===== src/rtl/fifo_pkg.sv =====
// Shared read-mode enumeration and sizing helper for the stream FIFO family.
// The count width covers occupancy 0..DEPTH inclusive.
package fifo_pkg;

   typedef enum logic {
      FIFO_MODE_STD  = 1'b0,
      FIFO_MODE_FWFT = 1'b1
   } fifo_mode_e;

   function automatic int count_width(input int depth);
      return $clog2(depth + 1);
   endfunction

endpackage


===== src/rtl/fifo_mem.sv =====
// Simple dual-port storage: one synchronous write port, one combinational read port.
// No reset on the array; contents are only meaningful between the FIFO pointers.
module fifo_mem #(
   parameter int DATAWIDTH = 8,
   parameter int DEPTH     = 16
) (
   input  logic                     clk,
   input  logic                     wr_en,
   input  logic [$clog2(DEPTH)-1:0] wr_addr,
   input  logic [DATAWIDTH-1:0]     wr_data,
   input  logic [$clog2(DEPTH)-1:0] rd_addr,
   output logic [DATAWIDTH-1:0]     rd_data
);

   logic [DATAWIDTH-1:0] mem [DEPTH];

   always_ff @(posedge clk) begin
      if (wr_en) mem[wr_addr] <= wr_data;
   end

   assign rd_data = mem[rd_addr];

endmodule


===== src/rtl/stream_fifo.sv =====
// Single-clock FIFO with registered occupancy flags and registered or fall-through read data.
// Define STREAM_FIFO_ERR_FLAGS_EN to add sticky overflow/underflow outputs.
module stream_fifo
   import fifo_pkg::*;
#(
   parameter int DATAWIDTH = 8,
   parameter int DEPTH     = 16,
   parameter int FWFT      = 0,
   parameter int AF_LEVEL  = DEPTH - 2,
   parameter int AE_LEVEL  = 2
) (
   input  logic                          clk,
   input  logic                          rst,
   input  logic                          write_en,
   input  logic [DATAWIDTH-1:0]          data_in,
   input  logic                          read_en,
   output logic [DATAWIDTH-1:0]          data_out,
   output logic                          read_valid,
   output logic                          full,
   output logic                          empty,
   output logic                          almost_full,
   output logic                          almost_empty,
`ifdef STREAM_FIFO_ERR_FLAGS_EN
   output logic [count_width(DEPTH)-1:0] count,
   output logic                          overflow,
   output logic                          underflow
`else
   output logic [count_width(DEPTH)-1:0] count
`endif
);

   localparam int         AW   = $clog2(DEPTH);
   localparam int         CW   = count_width(DEPTH);
   localparam fifo_mode_e MODE = (FWFT != 0) ? FIFO_MODE_FWFT : FIFO_MODE_STD;

   localparam logic [CW-1:0] FULL_LVL = CW'(DEPTH);
   localparam logic [CW-1:0] AF_LVL   = CW'(AF_LEVEL);
   localparam logic [CW-1:0] AE_LVL   = CW'(AE_LEVEL);

   logic [AW-1:0]        wr_ptr;
   logic [AW-1:0]        rd_ptr;
   logic [CW-1:0]        count_nxt;
   logic                 rd_acc;
   logic                 wr_acc;
   logic [DATAWIDTH-1:0] head;

   // A full FIFO still takes a write when the same cycle frees a slot.
   assign rd_acc = read_en & ~empty;
   assign wr_acc = write_en & (~full | rd_acc);

   always_comb begin
      count_nxt = count;
      if (wr_acc && !rd_acc)      count_nxt = count + CW'(1);
      else if (rd_acc && !wr_acc) count_nxt = count - CW'(1);
   end

   // DEPTH is a power of two, so pointer increments wrap on their own.
   always_ff @(posedge clk or posedge rst) begin
      if (rst) begin
         wr_ptr       <= '0;
         rd_ptr       <= '0;
         count        <= '0;
         full         <= 1'b0;
         empty        <= 1'b1;
         almost_full  <= 1'b0;
         almost_empty <= 1'b1;
      end else begin
         if (wr_acc) wr_ptr <= wr_ptr + AW'(1);
         if (rd_acc) rd_ptr <= rd_ptr + AW'(1);
         count        <= count_nxt;
         full         <= (count_nxt == FULL_LVL);
         empty        <= (count_nxt == '0);
         almost_full  <= (count_nxt >= AF_LVL);
         almost_empty <= (count_nxt <= AE_LVL);
      end
   end

   fifo_mem #(
      .DATAWIDTH (DATAWIDTH),
      .DEPTH     (DEPTH)
   ) u_mem (
      .clk     (clk),
      .wr_en   (wr_acc),
      .wr_addr (wr_ptr),
      .wr_data (data_in),
      .rd_addr (rd_ptr),
      .rd_data (head)
   );

   if (MODE == FIFO_MODE_FWFT) begin : g_fwft
      // Gate to zero while empty so stale array contents never leak out.
      assign data_out   = empty ? '0 : head;
      assign read_valid = ~empty;
   end else begin : g_std
      always_ff @(posedge clk or posedge rst) begin
         if (rst) begin
            data_out   <= '0;
            read_valid <= 1'b0;
         end else begin
            read_valid <= rd_acc;
            if (rd_acc) data_out <= head;
         end
      end
   end

`ifdef STREAM_FIFO_ERR_FLAGS_EN
   always_ff @(posedge clk or posedge rst) begin
      if (rst) begin
         overflow  <= 1'b0;
         underflow <= 1'b0;
      end else begin
         if (write_en && full && !rd_acc) overflow  <= 1'b1;
         if (read_en && empty)            underflow <= 1'b1;
      end
   end
`endif

endmodule


===== config.mk =====
export PLATFORM = sky130hd
export DESIGN_NAME = stream_fifo
export DESIGN_NICKNAME = d
export VERILOG_FILES = /design/src/rtl/fifo_pkg.sv /design/src/rtl/fifo_mem.sv /design/src/rtl/stream_fifo.sv
export SDC_FILE = /design/constraint.sdc
export NUM_CORES = 1
export LEC_CHECK = 0
export CAP_MARGIN = 20
export CORE_MARGIN = 10
export CORE_UTILIZATION = 59
export CTS_CLUSTER_SIZE = 28
export DETAILED_ROUTE_END_ITERATION = 10
export PLACE_DENSITY = 0.78
export SYNTH_ARGS = -nofsm -noshare
export SYNTH_HDL_FRONTEND = slang
export SYNTH_HIERARCHICAL = 1
export SYNTH_SLANG_ARGS = --single-unit

===== constraint.sdc =====
create_clock -name clk -period 3.2 [get_ports clk]
set_input_delay 0.32 -clock clk [delete_from_list [all_inputs] [get_ports clk]]
set_output_delay 0.32 -clock clk [all_outputs]
set_load 0.02 [all_outputs]

======== Word-level counts from Yosys, hierarchy flattened ========
Memories as Yosys holds them, arrays and structs flattened. A register that Yosys moved wholly into a read port is not among the register bits.
Cells that the tools add are included.
word-level totals
  memories kept ........................... 1
  memory bits (writable) .................. 128
  memory bits (read-only) ................. 0
  bits in latches ......................... 0
  input bits .............................. 12
  word-level logic and storage cells ...... 30
  register bits after elaboration ......... 18
operators by class
  reduce and logical (&&, ||, !) cells .... 5
  mux-type cells .......................... 4
  order comparisons ....................... 2
  shift-type cells ........................ 0
  $add $sub $neg .......................... 4
  eq/ne operators ......................... 1
  multiply operators ...................... 0
  divide/modulo/power cells ............... 0
  bitwise gates (word level) .............. 5
memories
  name       depth  width  read ports  clocked after memory_dff  wr ports  RTL line        source
  u_mem.mem  16     8      1           1                         1         fifo_mem.sv:15  logic [DATAWIDTH-1:0] mem [DEPTH];
operators by type and width
  operator                                                                             count
  5-bit 2-to-1 mux                                                                     2
  4-bit by 1-bit adder with 4-bit output, second input constant                        2
  5-bit by 1-bit adder with 5-bit output, second input constant                        1
  5-bit equality test, second input constant                                           1
  5-bit by 4-bit greater-or-equal comparator with 1-bit output, second input constant  1
  5-bit by 2-bit less-or-equal comparator with 1-bit output, second input constant     1
  5-bit zero test                                                                      1
  5-bit by 1-bit subtractor with 5-bit output, second input constant                   1
  1-bit AND                                                                            2
  1-bit logical AND                                                                    2
  1-bit zero test                                                                      2
  1-bit 2-to-1 mux                                                                     2
  1-bit inverter                                                                       2
  1-bit bitwise OR                                                                     1

======== Logic depth before layout (Yosys ltp) ========
Gate-level depths: netlist of run 1.
  word-level depth ........................ 9
  gate-level depth with buffers ........... 7
  depth with buffers taken out ............ 7

======== By module ========
Netlist of run 1, hierarchy kept.
by module, submodules not included
  module       instances  area an instance (um2)  sequential area each (um2)  cells an instance
  fifo_mem     1          4987.3                  3843.7                      221
  stream_fifo  1          1157.4                  653.1                       106

======== Least setup slack after synthesis of run 1 ========
No wires, ideal clock.
  path kind ............................... flip-flop to flip-flop
  start ................................... reg empty
  end ..................................... mem u_mem.mem[0][0], enable pin
  arrival ................................. 2180 ps
  required time ........................... 2817 ps
  setup slack ............................. 637 ps
  stages on the path, launching flop included .. 6
  buffers on the path ..................... 1
  library setup time ...................... 383 ps
  path through ............................ dfstp_2 -> nand2b_4 -> buf_6 -> a21boi_1 -> or3b_2 -> nor3_1
on the way
  longest elaborated chain between the ends .. 6
ends and longest elaborated chain
  what                                    RTL line           source
  start: declaration                      stream_fifo.sv:20  output logic empty,
  start signal: assignment                stream_fifo.sv:72  empty <= (count_nxt == '0);
  1-bit inverter                          stream_fifo.sv:48  assign rd_acc = read_en & ~empty;
  1-bit AND                               stream_fifo.sv:48
  1-bit bitwise OR                        stream_fifo.sv:49  assign wr_acc = write_en & (~full | rd_acc);
  1-bit AND                               stream_fifo.sv:49
  via wr_acc                              stream_fifo.sv:44  logic wr_acc;
  1-bit 2-to-1 mux                        fifo_mem.sv:18     if (wr_en) mem[wr_addr] <= wr_data;
  1-bit 2-to-1 mux (not written as such)  fifo_mem.sv:18
  end: declaration                        fifo_mem.sv:15
The timed path passes the listed nets, and every way through them passes these cells.

======== Worst setup path after layout of run 1 ========
  start ................................... reg empty
  end ..................................... mem u_mem.mem[1][2], enable pin
The elaborated chain is that of the path after synthesis.

==> out/metrics.cfg, run 1 <==
[timing]
finalHoldViolations=0
worstMarginPinSlew_ns=0.709
period_share_pct=72.0
rsz0062_at_grt=false
max_slew_margin_pct=52.6
fin_crit_ns=2.31
skew_ns=0.00852
setup_tns_ns=0
clock.fmax_mhz=434
finalMaxSlewViolations=0
setup_violations=0

[cts]
hold_buffers=0
clkSinkCount=154
postCtsSetupRepairBufs=0
insertion_delay_ns=0.52
cts_resized=0
clkTransAtPathRegs_ns=0.06
cts_tree=yes
max-clock-path-buffers=2
cts-buffers-inserted=17
ctsRootBufferMaster=clkbuf_8
h-tree-depth=4

[placed_design]
placed_area_sq_um=6650
gp_congestion=0.795
hpwl_mm=7.31
portBuffers=29

[finish]
drive_gt1_share_pct=19.6
areaGrowthSynthToFinish_pct=17.6
fillers=604
fin_area_sq_um=7230
multi_input_area_sq_um=1530
final_common_cell=edfxtp_1
layout_common_cells=edfxtp_1 (128), nand2_1 (40), clkdlybuf4s50_1 (29), dfrtp_1 (23), mux4_2 (18)
diodes=0
final-seq-area_sq_um=4500
layout.nets=397

[run_status]
status=finished clean

[pwr]
power_leakage_nw=2.54
p_per_area_nw_per_um2=922
peakVddDrop_uv=560

[global_routing]
grt_start_max_net_pins=36
first_global_vias=3241
antenna_found_initial=0
gr-max-usage-layer=met2
grt_overflow=0
grt_util_met3_pct=4.21
gr-usage-met2_pct=27.0
track_usage_pct=17.3
grt_use_met1_pct=23.5
grt_pass1_wl_mm=19.0

[synthesis]
syn_inst=327
synth.ff_latch_count=154
synth_seq_area_share_pct=73.2
syn_area_per_cell_sq_um=18.8
syn_area_sq_um=6140
async_flop_share_pct=16.9
synth_nets=343
synthFlopType=edfxtp_1
synth.distinct_cells=43
synth_warnings=6
synth_edf_count=128

[floorplan]
std_cell_rows=37
core_area_sq_um=10200
die-area_sq_um=14900
fp.dieW_microns=122
io_pins=30
die_h_microns=122
start_util_pct=60.1

[detailed_routing]
routedWlPerCell_microns=23.1
first_pass_iters=5
num_vias=3241
final_antenna_net_count=0
drt-initial-drc-count=407
wirelength_mm=12.2
viasPerCell=6.13
drc=0

[worst_setup_path]
rr_endpoint=u_mem/mem[1][2]
r2r_setup_slack_ns=0.89
cp_max_fo=17
cp.required_ns=3.35
crit_arrival_ns=2.45
worst-r2r-cell-count=4
path_cells=nand2b_4 -> a21boi_1 -> or3b_2 -> nor2_1
worstSetupPathType=reg2reg
cp-start-kind=register
crit_family=simple AND/OR/NAND/NOR gates
critical_path.slowest_cell=or3b_2
path_buf_inv=0
r2r-start=empty
worstSetupEndpointType=register
cpPeakStageDelay_ns=0.53

[worst_hold_path]
hp-class=in2async

[job]
cap_violations=0

[through the flow]
| step | cells | hold slack, ns | utilization [%] | total power, mW | worst slack (ns) |
|---|---|---|---|---|---|
| floorplan | 327 | 0.359 | - | 4.11 | 0.637 |
| global placement | 497 | 0.459 | 65.0 | 4.71 | 0.575 |
| detailed placement | 497 | 0.472 | 65.0 | 4.77 | 0.510 |
| CTS | 528 | 0.352 | 70.5 | 6.69 | 0.907 |
| global route | 529 | 0.157 | 70.6 | 6.95 | 0.774 |
| finish | 529 | 0.130 | 70.6 | 6.66 | 0.894 |
[synthesized netlist by cell type, types with 2 or more instances]
library cell,count,share of area (%)
mux4_2,18,6.6
inv_1,4,0.24
clkbuf_1,2,0.12
nand3_1,4,0.33
buf_6,4,0.73
dfstp_2,2,0.86
nand2b_1,2,0.20
nand2_1,40,2.4
buf_2,3,0.24
mux4_1,14,6.0
nor3_1,7,0.57
a22oi_1,16,2.0
dfrtp_1,24,9.8
and2b_1,2,0.24
clkdlybuf4s25_2,3,0.49
nor2_1,15,0.92
ha_1,4,0.81
edfxtp_1,128,63
nand3b_1,2,0.24
xor2_1,2,0.29
xnor2_1,8,1.1
nand4_1,2,0.20
[area by class of cell]
| type | instances | share of cell area (%) |
|---|---|---|
| clock inverters | 13 | 1.99 |
| inverters | 4 | 0.208 |
| multi-input cells | 156 | 21.1 |
| repair buffers | 48 | 6.27 |
| well taps | 136 | 2.35 |
| flip-flops and latches | 154 | 62.3 |
| clock buffers | 18 | 5.78 |
[per-layer routing]
metal	wire (microns)	up-vias	share of wire, %
li1	-	1420	-
met1	5260	1678	43
met2	5930	126	49
met3	811	17	6.6
met4	202	0	1.7
met5	0	-	0
[flip-flops by register name, indices dropped and copies added, names as in the netlist]
| name | flops |
|---|---|
| data_out | 8 |
| almost_full | 1 |
| u_mem/mem | 128 |
| almost_empty | 1 |
| wr_ptr | 4 |
| rd_ptr | 4 |
| read_valid | 1 |
| empty | 1 |
| full | 1 |
| count | 5 |
[how the worst max path moves through the flow]
| stage | depth (start not counted) | slack, ns | end | from |
|---|---|---|---|---|
| after floorplan | 5 | 0.64 | u_mem/mem[0][0] | empty |
| after global placement | 5 | 0.58 | u_mem/mem[1][7] | read_en |
| after detailed placement | 5 | 0.51 | u_mem/mem[1][5] | read_en |
| after CTS | 4 | 0.91 | u_mem/mem[1][5] | empty |
| after global routing | 4 | 0.77 | u_mem/mem[1][2] | empty |
| final | 4 | 0.89 | u_mem/mem[1][2] | empty |
[logic make-up after synthesis]
logic type | synth area share, %
XOR/XNOR | 1.43
adder cells (fa/ha/maj) | 0.815
flip-flops | 73.2
multiplexers | 12.9
AO/OA/AOI/OAI | 3.10
buffers and inverters | 1.95
AND/OR/NAND/NOR | 6.60
[where the power goes]
group          leakage [nW]  internal (mW)  switching, mW  total [mW]
Combinational         0.804          0.925           1.06        1.99
Sequential             1.47           2.52          0.277        2.79
Clock                 0.268           1.11          0.770        1.88
Note: power is estimated with default switching activity, not from simulation.
==> run 2, diff against run 1 <==
--- a/config.mk
+++ b/config.mk
@@ -7,10 +7,10 @@
 export LEC_CHECK = 0
 export CAP_MARGIN = 20
 export CORE_MARGIN = 10
-export CORE_UTILIZATION = 59
+export CORE_UTILIZATION = 54
 export CTS_CLUSTER_SIZE = 28
 export DETAILED_ROUTE_END_ITERATION = 10
-export PLACE_DENSITY = 0.78
+export PLACE_DENSITY = 0.76
 export SYNTH_ARGS = -nofsm -noshare
 export SYNTH_HDL_FRONTEND = slang
 export SYNTH_HIERARCHICAL = 1
==> constraint.sdc (replaced) <==
create_clock -name clk -period 2.03 [get_ports clk]
set_input_delay 0.203 -clock clk [delete_from_list [all_inputs] [get_ports clk]]
set_output_delay 0.203 -clock clk [all_outputs]
set_load 0.02 [all_outputs]
==> run 2 against run 1 <==
Compared with the run above: fmax rose by 23%; core utilization fell by 2.5 points; clock skew rose by 0.0027 ns; sequential power rose by 54%; non-clock buffer count rose by 12; via count fell by 1.9%; power rose by 67%.
==> out/metrics.cfg, run 2 (synthesis results as in run 1) <==
[worst_setup_path]
crit_arrival_ns=2.18  ; was 2.45 ns
cp-start-kind=register  ; unchanged
worstSetupPathType=reg2reg  ; unchanged
worstSetupEndpointType=register  ; unchanged
worst-r2r-cell-count=5  ; was 4
cp_max_fo=7  ; was 17
cp.required_ns=2.33  ; was 3.35 ns

[timing]
fin_ws_ns=0.155  ; was 0.894 ns
rsz0062_at_grt=false  ; unchanged
fin_crit_ns=1.88  ; was 2.31 ns
finalHoldViolations=0  ; unchanged
setup_violations=0  ; unchanged
period_share_pct=92.4  ; was 72.0%
skew_ns=0.0112  ; was 0.00852 ns
max_slew_margin_pct=57.9  ; was 52.6%
finalMaxSlewViolations=0  ; unchanged
worstMarginPinSlew_ns=0.630  ; was 0.709 ns
clock.fmax_mhz=533  ; was 434 MHz
hold_slack_ns=0.144  ; was 0.130 ns

[detailed_routing]
wirelength_mm=11.9  ; was 12.2 mm
num_vias=3180  ; was 3241
routedWlPerCell_microns=21.8  ; was 23.1 microns
drc=0  ; unchanged
viasPerCell=5.82  ; was 6.13
first_pass_iters=4  ; was 5
drt-initial-drc-count=413  ; was 407
final_antenna_net_count=0  ; unchanged

[floorplan]
fp.dieW_microns=127  ; was 122 microns
die_h_microns=127  ; was 122 microns
io_pins=30  ; unchanged
die-area_sq_um=16000  ; was 14900 sq um
std_cell_rows=38  ; was 37
core_area_sq_um=11000  ; was 10200 sq um
start_util_pct=55.9  ; was 60.1%

[placed_design]
hpwl_mm=7.62  ; was 7.31 mm
post-place-ws_ns=-0.0699  ; was 0.510 ns
placed_area_sq_um=6840  ; was 6650 sq um
portBuffers=29  ; unchanged
gp_congestion=0.786  ; was 0.795

[global_routing]
grt_pass1_wl_mm=18.8  ; was 19.0 mm
first_global_vias=3285  ; was 3241
grt_start_max_net_pins=36  ; unchanged
antenna_found_initial=0  ; unchanged
track_usage_pct=15.5  ; was 17.3%
grt_overflow=0  ; unchanged

[cts]
ctsRootBufferMaster=clkbuf_16  ; was clkbuf_8
cts-buffers-inserted=17  ; unchanged
clkSinkCount=154  ; unchanged
cts_resized=0  ; unchanged
h-tree-depth=4  ; unchanged
insertion_delay_ns=0.42  ; was 0.52 ns
clkTransAtPathRegs_ns=0.06  ; about the same
hold_buffers=0  ; unchanged
cts_tree=yes  ; unchanged
postCtsSetupRepairBufs=0  ; unchanged
max-clock-path-buffers=2  ; unchanged

[pwr]
peakVddDrop_uv=743  ; was 560 uV
p_per_area_nw_per_um2=1480  ; was 922 nW/um^2
pwr-share-comb_pct=30.2  ; was 29.8%
power_leakage_nw=2.66  ; was 2.54 nW
switchingPower_mw=3.35  ; was 2.11 mW
switching_share_pct=30.2  ; was 31.6%
p_int_mw=7.75  ; was 4.55 mW
p_seq_share_pct=38.8  ; was 41.9%
clkPwrFrac_pct=31.0  ; was 28.2%
finalPower_mw=11.1  ; was 6.66 mW

[finish]
diodes=0  ; unchanged
areaGrowthSynthToFinish_pct=21.8  ; was 17.6%
fin_area_sq_um=7490  ; was 7230 sq um
top_regs=u_mem/mem (128), data_out (8), count (5)  ; unchanged
largest_reg_flops=128  ; unchanged
regMostFlops=u_mem/mem  ; unchanged
drive_gt1_share_pct=24.4  ; was 19.6%
final-seq-area_sq_um=4500  ; unchanged
layout.nets=409  ; was 397
multi_input_area_sq_um=1580  ; was 1530 sq um
final_util_pct=68.2  ; was 70.6%
fillers=711  ; was 604
final_common_cell=edfxtp_1  ; unchanged
layout_common_cells=edfxtp_1 (128), nand2_1 (40), clkdlybuf4s50_1 (29), buf_4 (27), dfrtp_1 (23)  ; was edfxtp_1 (128), nand2_1 (40), clkdlybuf4s50_1 (29), dfrtp_1 (23), mux4_2 (18)

[run_status]
status=finished clean  ; unchanged

[worst_hold_path]
hp-class=in2async  ; unchanged

[job]
cap_violations=0  ; unchanged

[run 2: final timing paths]
path                                  start      endpoint  slack (ns)
worst max-delay path               count[1]  almost_empty        0.15
worst min-delay path                    rst      count[3]        0.14
worst max register to register     count[1]  almost_empty        0.15
worst min register to register  data_out[7]   data_out[7]        0.48
max in group asynchronous               rst  almost_empty        1.58
min in group clk                data_out[7]   data_out[7]        0.48
[run 2: per-stage QoR]
step / TNS [ns] / cells
detailed placement: -0.621 / 514
finish: 0 / 546
CTS: 0 / 546
global placement: -0.179 / 514
global route: 0 / 546
floorplan: 0 / 327
[run 2: final cells by class]
cell class	instances	area share, %
clock buffer	19	5.78
inverter	4	0.201
timing repair buffer	60	7.66
multi-input combinational	156	21.0
clock inverter	13	2.89
tap	140	2.34
sequential	154	60.1
[run 2: power by group through the flow]
stage	combinational [mW]	sequential, mW	clock (mW)
final	3.35	4.30	3.44
after global routing	3.62	4.36	3.65
after CTS	3.40	4.31	3.50
after detailed placement	3.37	4.37	0
after global placement	3.30	4.33	0
after floorplan	2.04	4.50	0
[run 2: layer usage]
metal  track usage (%)  part of all wire, %  vias up
li1                  -                    -     1437
met1              20.5                   44     1602
met2              23.4                   48      118
met3              4.46                  6.5       23
met4              6.56                  1.9        0
met5                 0                    0        -
[run 2: critical path: stages (launching register included)]
cell and delay [ns]:
dfrtp_1 0.46, inv_1 0.07, ha_1 0.35, mux2i_1 0.15, a221o_1 0.35, a2111oi_2 0.38
